$ cat src/rtl/cpu_pkg.sv
// Shared CPU datapath widths and the GRF write request record.
package cpu_pkg;

   localparam int unsigned REG_ADDR_W = 5;
   localparam int unsigned DATA_W     = 32;

   typedef struct packed {
      logic [REG_ADDR_W-1:0] addr;
      logic [DATA_W-1:0]     data;
      logic [DATA_W-1:0]     pc;
   } wr_req_t;

endpackage

$ cat src/rtl/grf_wr_fifo.sv
// Circular buffer of pending long-latency GRF writes with per-entry live bits.
// A kill-by-address input retires stale entries that a younger writeback has
// overtaken; the incoming push is never killed (it is the youngest write).
module grf_wr_fifo
   import cpu_pkg::*;
#(
   parameter int unsigned DEPTH = 2
) (
   input  logic                                 clk,
   input  logic                                 reset,
   input  logic                                 push,
   input  wr_req_t                              push_req,
   input  logic                                 pop,
   input  logic                                 kill_en,
   input  logic [REG_ADDR_W-1:0]                kill_addr,
   output logic                                 full,
   output logic                                 empty,
   output logic                                 head_live,
   output wr_req_t                              head_req,
   output logic [DEPTH-1:0]                     live,
   output logic [DEPTH-1:0][REG_ADDR_W-1:0]     ent_addr
);

   localparam int unsigned PTR_W = (DEPTH > 1) ? $clog2(DEPTH) : 1;
   localparam int unsigned CNT_W = $clog2(DEPTH + 1);

   wr_req_t           mem [DEPTH];
   logic [DEPTH-1:0]  live_q;
   logic [DEPTH-1:0]  live_nxt;
   logic [PTR_W-1:0]  rd_ptr;
   logic [PTR_W-1:0]  wr_ptr;
   logic [CNT_W-1:0]  count;
   logic              do_pop;

   assign empty    = (count == '0);
   assign full     = (count == CNT_W'(DEPTH));
   assign do_pop   = pop && !empty;
   assign head_live = !empty && live_q[rd_ptr];
   assign head_req = mem[rd_ptr];
   assign live     = live_q;

   // Expose stored destination addresses for pending-write lookups.
   always_comb begin
      ent_addr = '0;
      for (int unsigned i = 0; i < DEPTH; i++) begin
         ent_addr[i] = mem[i].addr;
      end
   end

   // Next live bits: kill matching stored entries, clear the popped slot,
   // then mark the pushed slot live (push last so the younger B write wins).
   always_comb begin
      live_nxt = live_q;
      if (kill_en) begin
         for (int unsigned i = 0; i < DEPTH; i++) begin
            if (mem[i].addr == kill_addr) begin
               live_nxt[i] = 1'b0;
            end
         end
      end
      if (do_pop) begin
         live_nxt[rd_ptr] = 1'b0;
      end
      if (push) begin
         live_nxt[wr_ptr] = 1'b1;
      end
   end

   // Pointer, count and live-bit state.
   always_ff @(posedge clk) begin
      if (reset) begin
         rd_ptr <= '0;
         wr_ptr <= '0;
         count  <= '0;
         live_q <= '0;
      end else begin
         live_q <= live_nxt;
         if (do_pop) begin
            rd_ptr <= rd_ptr + PTR_W'(1);
         end
         if (push) begin
            wr_ptr <= wr_ptr + PTR_W'(1);
         end
         case ({push, do_pop})
            2'b10:   count <= count + CNT_W'(1);
            2'b01:   count <= count - CNT_W'(1);
            default: count <= count;
         endcase
      end
   end

   // Entry payload storage; validity is tracked by count and live bits.
   always_ff @(posedge clk) begin
      if (push) begin
         mem[wr_ptr] <= push_req;
      end
   end

endmodule

$ cat src/rtl/grf_wr_arbiter.sv
// Arbitrates the single GRF write port between writeback (A, never stalled)
// and the long-latency unit (B, valid/ready into a small FIFO). Also provides
// a starvation bubble request and pending-write lookups for the stall logic.
module grf_wr_arbiter
   import cpu_pkg::*;
#(
   parameter int unsigned DEPTH        = 2,
   parameter int unsigned STARVE_LIMIT = 4
) (
   input  logic                  clk,
   input  logic                  reset,
   input  logic                  a_we,
   input  logic [REG_ADDR_W-1:0] a_addr,
   input  logic [DATA_W-1:0]     a_data,
   input  logic [DATA_W-1:0]     a_pc,
   input  logic                  b_valid,
   output logic                  b_ready,
   input  logic [REG_ADDR_W-1:0] b_addr,
   input  logic [DATA_W-1:0]     b_data,
   input  logic [DATA_W-1:0]     b_pc,
   output logic                  grf_we,
   output logic [REG_ADDR_W-1:0] grf_addr,
   output logic [DATA_W-1:0]     grf_wdata,
   output logic [DATA_W-1:0]     grf_pc,
   output logic                  starve_stall,
   input  logic [REG_ADDR_W-1:0] rs_q,
   input  logic [REG_ADDR_W-1:0] rt_q,
   output logic                  rs_pend,
   output logic                  rt_pend
);

   localparam int unsigned SC_W = $clog2(STARVE_LIMIT + 1);

   logic                              a_act;
   logic                              b_fire;
   logic                              push;
   logic                              head_pop;
   logic                              full;
   logic                              empty;
   logic                              head_live;
   wr_req_t                           head_req;
   wr_req_t                           push_req;
   logic [DEPTH-1:0]                  live;
   logic [DEPTH-1:0][REG_ADDR_W-1:0]  ent_addr;
   logic [SC_W-1:0]                   starve_cnt;

   // Writes to $0 never count as a write, so they neither own the port nor kill.
   assign a_act    = a_we && (a_addr != '0);
   // A dead head always retires; a live head retires only when A is idle.
   assign head_pop = !empty && (!head_live || !a_act);
   assign b_ready  = !full || head_pop;
   assign b_fire   = b_valid && b_ready;
   assign push     = b_fire && (b_addr != '0);
   assign push_req = '{addr: b_addr, data: b_data, pc: b_pc};

   grf_wr_fifo #(
      .DEPTH (DEPTH)
   ) u_fifo (
      .clk       (clk),
      .reset     (reset),
      .push      (push),
      .push_req  (push_req),
      .pop       (head_pop),
      .kill_en   (a_act),
      .kill_addr (a_addr),
      .full      (full),
      .empty     (empty),
      .head_live (head_live),
      .head_req  (head_req),
      .live      (live),
      .ent_addr  (ent_addr)
   );

   // Port ownership mux: A first, then a live FIFO head; nothing during reset.
   always_comb begin
      grf_we    = 1'b0;
      grf_addr  = '0;
      grf_wdata = '0;
      grf_pc    = '0;
      if (!reset) begin
         if (a_act) begin
            grf_we    = 1'b1;
            grf_addr  = a_addr;
            grf_wdata = a_data;
            grf_pc    = a_pc;
         end else if (head_live) begin
            grf_we    = 1'b1;
            grf_addr  = head_req.addr;
            grf_wdata = head_req.data;
            grf_pc    = head_req.pc;
         end
      end
   end

   // Starvation counter: counts cycles a live head loses to A, saturating.
   always_ff @(posedge clk) begin
      if (reset || empty || head_pop) begin
         starve_cnt <= '0;
      end else if (head_live && a_act && (starve_cnt < SC_W'(STARVE_LIMIT))) begin
         starve_cnt <= starve_cnt + SC_W'(1);
      end
   end

   assign starve_stall = (starve_cnt >= SC_W'(STARVE_LIMIT));

   // Pending-write lookups over live entries plus a same-cycle B transfer.
   always_comb begin
      logic rs_hit;
      logic rt_hit;
      rs_hit = b_fire && (b_addr == rs_q);
      rt_hit = b_fire && (b_addr == rt_q);
      for (int unsigned i = 0; i < DEPTH; i++) begin
         if (live[i] && (ent_addr[i] == rs_q)) rs_hit = 1'b1;
         if (live[i] && (ent_addr[i] == rt_q)) rt_hit = 1'b1;
      end
      rs_pend = rs_hit && (rs_q != '0);
      rt_pend = rt_hit && (rt_q != '0);
   end

endmodule

$ cat config.mk
export PLATFORM = sky130hd
export DESIGN_NAME = grf_wr_arbiter
export DESIGN_NICKNAME = d
export VERILOG_FILES = /design/src/rtl/cpu_pkg.sv /design/src/rtl/grf_wr_fifo.sv /design/src/rtl/grf_wr_arbiter.sv
export SDC_FILE = /design/constraint.sdc
export NUM_CORES = 1
export LEC_CHECK = 0
export ABC_AREA = 1
export CORE_MARGIN = 10
export CORE_UTILIZATION = 47
export DETAILED_ROUTE_END_ITERATION = 7
export PLACE_DENSITY = 0.79
export SLEW_MARGIN = 25
export SYNTH_ARGS = -nofsm -noshare
export SYNTH_HDL_FRONTEND = slang
export SYNTH_SLANG_ARGS = --single-unit
$ cat constraint.sdc
create_clock -name clk -period 4 [get_ports clk]
set_input_delay 0.8 -clock clk [delete_from_list [all_inputs] [get_ports clk]]
set_output_delay 0.8 -clock clk [all_outputs]
set_load 0.1 [all_outputs]
==> qor.yml, run 1 <==
run_status:
  status: "finished, final reports clean"
global_route:
  grt_start_max_net_pins: 73
  grt_first_pass_wirelength_um: 32890
  grt.overflow.total: 0
  total_global_routing_track_utilization_pct: 20.76
  number_of_antenna_violations_at_the_first_check_in_global_routing: 0
  first_global_vias: 6176
detailed_routing:
  routed_via_density: 5.457
  drc_errors: 0
  drt_iter0_drc: 400
  wl_per_cell_um: 19.86
  routed-via-count: 5828
  ant_nets: 0
  routed_wirelength_um: 21210
  dr.pass1.iters: 4
critical_path:
  rr_startpoint: "u_fifo.count[0]"
  reg2reg_depth: 11
  critical_path.startpoint: "a_addr[1]"
  critical_path_arrival_ns: 2.75
  worst_ep_required_time_ns: 3.20
  regToRegEndpoint: "u_fifo.count[1]"
  worstPathMaxFanout: 25
  worst-r2r-setup-slack_ns: 1.77
  critical_path.startpoint_type: "input port"
  worstSetupPathType: "input port to output port"
  worstSetupEndpointType: "output port"
  critPathCapture: "grf_pc[25]"
floorplan:
  rows: 44
  die_height_um: 142.3
  start_util_pct: 48.17
  floorplan.die_area_mm2: 0.02025
  io-pin-count: 226
  die_width_um: 142.3
  placeableCoreArea_mm2: 0.01459
final_layout:
  nNetsFinal: 1027
  share_of_post_route_cells_with_drive_strength_above_1_pct: 14.82
  layout.cells.most_common_list: "nand2_1 (174), clkdlybuf4s50_1 (152), edfxtp_1 (138)"
  nFillCells: 989
  final_common_cell: "nand2_1"
  synthToLayoutAreaGrowth_pct: 52.64
  fin_cells: 1068
  num_antenna_cells: 0
sta:
  hold_viol: 0
  grt_setup_unrepaired: "false"
  finalCriticalPeriod_ns: 3.552
  maxSlewViolCount: 0
  slew_headroom_pct: 33.25
  fmax_ghz: 0.2816
  setup_viol: 0
  final_min_period_over_clock_period_pct: 88.79
  final_tns_setup_ns: 0
  fin_skew_ns: 0.008878
  tightest_pin_transition_ns: 0.9981
clocking:
  cts.path.max_buffers: 2
  cts_sinks: 148
  cts_root_buf: "clkbuf_16"
  worstSkewPairLatency_ns: 0.42
  clkSlewWorstSetupHoldPaths_ns: 0.06
  numCtsBuffers: 17
  post_cts_buffers: 0
  cts_resized: 0
  hold_buffers: 0
  tritoncts: "built"
  htreeDepth: 4
yosys:
  ys_types: 28
  synth.yosys.seq_area_share_pct: 61.81
  synth_fp_nets: 810
  netlist_top_cells_area: "edfxtp_1 (59%), nand2_1 (9.3%), o211a_1 (9.1%)"
  mappedNetlistArea_mm2: 0.007028
  synth_instances: 655
  yosysWarnings: 0
  synth_largest_type_area_fraction_pct: 58.96
  synth_area_leader: "edfxtp_1"
  synth.ff_latch_count: 148
  synthesis.area_per_instance_um2: 10.73
placement:
  gp_congestion: 0.8845
  portBuffers: 225
  dpl.cell_count: 1037
  hpwl_um: 15270
power_and_ir_drop:
  ir_worst_vdd_mv: 0.3805
  power_frac_comb_pct: 40.1
  p_switching_w: 0.002120
  clock_power_share_pct: 26.3
  power.sequential.fraction_pct: 33.6
  p_int_w: 0.003436
  leakagePower_nw: 4.577
  power.switching_fraction_pct: 38.16
  pd_cells_mw_per_mm2: 517.9
hold_path:
  worst_hold_path_type: "register to register"
run:
  maxCapViolCount: 0
==> how the worst min path moves through the flow <==
stage / start / endpoint / cells after the start / slack (ns)
3_3_place_gp: u_fifo.count[1] / u_fifo.count[1] / 2 / 0.45
3_5_place_dp: u_fifo.count[1] / u_fifo.count[1] / 2 / 0.47
5_1_grt: u_fifo.count[1] / u_fifo.count[1] / 2 / 0.49
2_1_floorplan: u_fifo.count[1] / u_fifo.count[1] / 2 / 0.44
4_1_cts: u_fifo.count[1] / u_fifo.count[1] / 2 / 0.47
6_report: u_fifo.count[1] / u_fifo.count[1] / 2 / 0.48
==> metal layers <==
metal	part of all wire, %	up-vias	track usage, %	wire, um
met2	52	219	36.05	11130
met3	9.6	27	8.211	2045
met1	36	2832	22.50	7695
met5	0	-	0	0
met4	1.6	0	7.154	334
li1	-	2750	-	-
==> Yosys cell counts <==
cell / count
a211oi_1: 1
a21oi_1: 15
buf_1: 3
buf_2: 6
buf_4: 2
buf_6: 5
clkbuf_1: 21
dfxtp_1: 10
edfxtp_1: 138
ha_1: 3
inv_1: 34
inv_2: 4
inv_4: 1
nand2_1: 174
nand2_2: 1
nand3_1: 78
nand3_2: 1
nand4_1: 3
nor2_1: 38
nor2_2: 1
nor3_1: 15
o211a_1: 64
o211ai_1: 1
o21ai_0: 12
o21ai_4: 1
o22ai_1: 2
xnor2_1: 14
xor2_1: 7
==> worst max-delay path: stages <==
cell and delay [ns]:
clkdlybuf4s50_1 0.51, nor2_1 0.17, nand3_2 0.14, nand2_4 0.14, inv_4 0.07, o21ai_4 0.24, inv_2 0.09, buf_4 0.23
o211a_1 0.18, buf_12 0.17
==> cells by family (layout without fill, tap and decap cells) <==
| kind of cell | count (synthesis) | count (layout) | synth area share (%) |
|---|---|---|---|
| AND/OR/NAND/NOR | 311 | 311 | 18.53 |
| flip-flops | 148 | 148 | 61.81 |
| AO/OA/AOI/OAI | 96 | 96 | 11.66 |
| buffers and inverters | 76 | 305 | 4.842 |
| XOR/XNOR | 21 | 21 | 2.617 |
| adder cells (fa/ha/maj) | 3 | 3 | 0.5341 |
==> cell type report <==
| cell class | count | area [um^2] | area share [%] |
|---|---|---|---|
| well taps | 184 | 230.2 | 2.146 |
| flip-flops and latches | 148 | 4345 | 40.51 |
| repair buffers | 235 | 3083 | 28.74 |
| multi-input cells | 431 | 2376 | 22.15 |
| clock buffers | 18 | 429.2 | 4.000 |
| inverters | 39 | 152.6 | 1.423 |
| clock inverters | 13 | 111.4 | 1.038 |
==> power groups by stage <==
stage / combinational, W / sequential, W / clock (W)
after floorplan: 0.00139 / 0.00188 / 0
after global placement: 0.00219 / 0.00189 / 0
after detailed placement: 0.00223 / 0.00190 / 0
after CTS: 0.00224 / 0.00187 / 0.00148
after global routing: 0.00235 / 0.00188 / 0.00154
final: 0.00223 / 0.00187 / 0.00146
==> through the flow <==
| step | instance area, um^2 | util [%] | total power (W) | setup WS (ns) | hold slack (ns) |
|---|---|---|---|---|---|
| 3_3_place_gp | 10190 | 69.83 | 0.004076 | 0.5050 | 0.4547 |
| 4_1_cts | 10730 | 73.53 | 0.005595 | 0.4413 | 0.4748 |
| 2_1_floorplan | 7059 | - | 0.003274 | 0.04336 | 0.4424 |
| 3_5_place_dp | 10190 | 69.83 | 0.004127 | 0.4467 | 0.4670 |
| 6_report | 10730 | 73.53 | 0.005556 | 0.4485 | 0.4766 |
| 5_1_grt | 10730 | 73.53 | 0.005773 | 0.3188 | 0.4930 |
==> sequential cells by signal, summed over array words and instances (netlist names), named ones only <==
signal and cells:
starve_cnt 3, u_fifo.count 2, u_fifo.live 2, u_fifo.mem 138, u_fifo.rd_ptr 1, u_fifo.wr_ptr 1
Power figures use the tool's default switching activity.
==> run 2: changes to the inputs <==
- CORE_ASPECT_RATIO: unset -> 0.5
- REMOVE_ABC_BUFFERS: unset -> 1
==> run 2 against run 1 <==
Effect of this change: sequential power is essentially flat; die area up 1.5%; clock power up 8%; combinational power about the same; cell area grew 0.50%; sequential share of layout area is 0.20 points lower; cell count increased by 1.2%; wire length is 1.4% lower; critical path type unchanged; critical endpoint is now grf_wdata[24]; largest cell class unchanged; highest routed layer unchanged.
==> qor.yml, run 2 (synthesis gave the netlist of run 1 again) <==
critical_path:
  worstSetupEndpointType: "output port"
  cpMostUsedCell: "buf_12"
  slowest_stage: "clkdlybuf4s50_1"
  worst_ep_required_time_ns: 3.20
  worstSetupPathType: "input port to output port"
  cpPeakStageDelay_ns: 0.51
  critical_path.startpoint_type: "input port"
  timing.critical_path.max_delay_family: "buffers and inverters"
  worstPathMaxFanout: 48
  crit_chain: "clkdlybuf4s50_1, nor2_1, nand3_2, nand2_4, buf_12, buf_12, nand3_1, o211a_1, buf_12"
  critical_path_arrival_ns: 2.75
  crit_buf_inv: 4
clocking:
  cts_sinks: 148
  htreeDepth: 4
  cts.path.max_buffers: 2
  cts_resized: 0
  post_cts_buffers: 0
  cts_root_buf: "clkbuf_16"
  hold_buffers: 0
  tritoncts: "built"
  numCtsBuffers: 17
  worstSkewPairLatency_ns: 0.43
  clkSlewWorstSetupHoldPaths_ns: 0.06
global_route:
  grt_first_pass_wirelength_um: 32240
  total_global_routing_track_utilization_pct: 20.09
  first_global_vias: 6029
  grt.overflow.total: 0
  number_of_antenna_violations_at_the_first_check_in_global_routing: 0
  grt_start_max_net_pins: 73
sta:
  fin_skew_ns: 0.01657
  fmax_ghz: 0.2816
  tightest_pin_transition_ns: 0.9654
  worst_slack_ns: 0.4491
  slew_headroom_pct: 35.44
  hold_viol: 0
  grt_setup_unrepaired: "false"
  setup_viol: 0
  finalCriticalPeriod_ns: 3.551
  final_min_period_over_clock_period_pct: 88.77
  maxSlewViolCount: 0
final_layout:
  seqCellArea_mm2: 0.004345
  nNetsFinal: 1025
  synthToLayoutAreaGrowth_pct: 53.41
  layout.cells.most_common_list: "nand2_1 (174), clkdlybuf4s50_1 (152), edfxtp_1 (138)"
  num_antenna_cells: 0
  largest_register_ffs: 138
  share_of_post_route_cells_with_drive_strength_above_1_pct: 14.27
  multi_input_area_mm2: 0.002349
  final_common_cell: "nand2_1"
  fin_cells: 1081
  nFillCells: 954
  reg_top3: "u_fifo.mem (138), starve_cnt (3)"
  fin_area_mm2: 0.01078
  registers.top_by_ff_count: "u_fifo.mem"
floorplan:
  die_height_um: 106.5
  die_width_um: 192.9
  rows: 31
  start_util_pct: 48.32
  placeableCoreArea_mm2: 0.01455
  floorplan.die_area_mm2: 0.02054
  io-pin-count: 226
detailed_routing:
  routed_via_density: 5.358
  ant_nets: 0
  routed_wirelength_um: 20910
  drt_iter0_drc: 407
  drc_errors: 0
  routed-via-count: 5792
  wl_per_cell_um: 19.34
  dr.pass1.iters: 5
placement:
  portBuffers: 225
  hpwl_um: 14840
  worst_setup_slack_after_placement_ns: 0.4799
  dpl.cell_count: 1049
  gp_congestion: 0.8936
  placed_cell_area_mm2: 0.01020
power_and_ir_drop:
  ir_worst_vdd_mv: 0.3559
  pd_cells_mw_per_mm2: 524.6
  leakagePower_nw: 4.595
hold_path:
  worst_hold_path_type: "register to register"
run:
  maxCapViolCount: 0
run_status:
  status: "finished, final reports clean"
## run 2: cell type report
cell class	count	area share, %
clock buffer	17	3.946
clock inverter	15	1.485
inverter	39	1.381
multi-input combinational	431	21.78
sequential	148	40.30
tap	198	2.298
timing repair buffer	233	28.80
## run 2: where the power goes
part	switching, W	internal, W	leakage, nW	total [W]
Combinational	0.00144	0.000771	2.94	0.00221
Sequential	0.0000453	0.00182	1.38	0.00186
Clock	0.000699	0.000883	0.280	0.00158
## run 2: final timing paths
path	start	end	slack [ns]	cells past startpoint
worst min register to register	u_fifo.count[1]	u_fifo.count[1]	0.49	2
worst max register to register	u_fifo.count[0]	u_fifo.count[1]	1.69	11
worst max-delay path	a_addr[3]	grf_wdata[24]	0.45	9
worst min-delay path	u_fifo.count[1]	u_fifo.count[1]	0.49	2
## run 2: worst register-to-register path, stage by stage, from the launching register on
cell	delay (ns)
dfxtp_1	0.40
inv_2	0.06
nand2_1	0.12
nand2_1	0.08
nor2_2	0.19
nand4_1	0.30
nand3_1	0.22
ha_1	0.28
a21oi_1	0.15
o21ai_0	0.14
o21ai_0	0.20
a21oi_1	0.06
## run 2: per-layer routing
layer	GRT usage, %	up-vias	wire (um)
met2	36.54	189	11350
met4	10.26	0	835
met5	0	-	0
li1	-	2747	-
met1	21.28	2796	7536
met3	5.023	60	1188
## run 2: metrics by stage
step	TNS [ns]	hold slack, ns	utilization, %	power [W]
after floorplan	-53.05	0.4424	-	0.003234
after global placement	0	0.4530	70.10	0.004071
after detailed placement	0	0.4756	70.10	0.004113
after CTS	0	0.4838	74.12	0.005688
after global routing	0	0.5005	74.12	0.005878
final	0	0.4878	74.12	0.005656
==> run 3: changes to the inputs <==
- CTS_CLUSTER_SIZE: unset -> 14
- GPL_ROUTABILITY_DRIVEN: unset -> 0
==> results of run 3 <==
No change in the layout: final DEF, timing and power equal those of run 2.
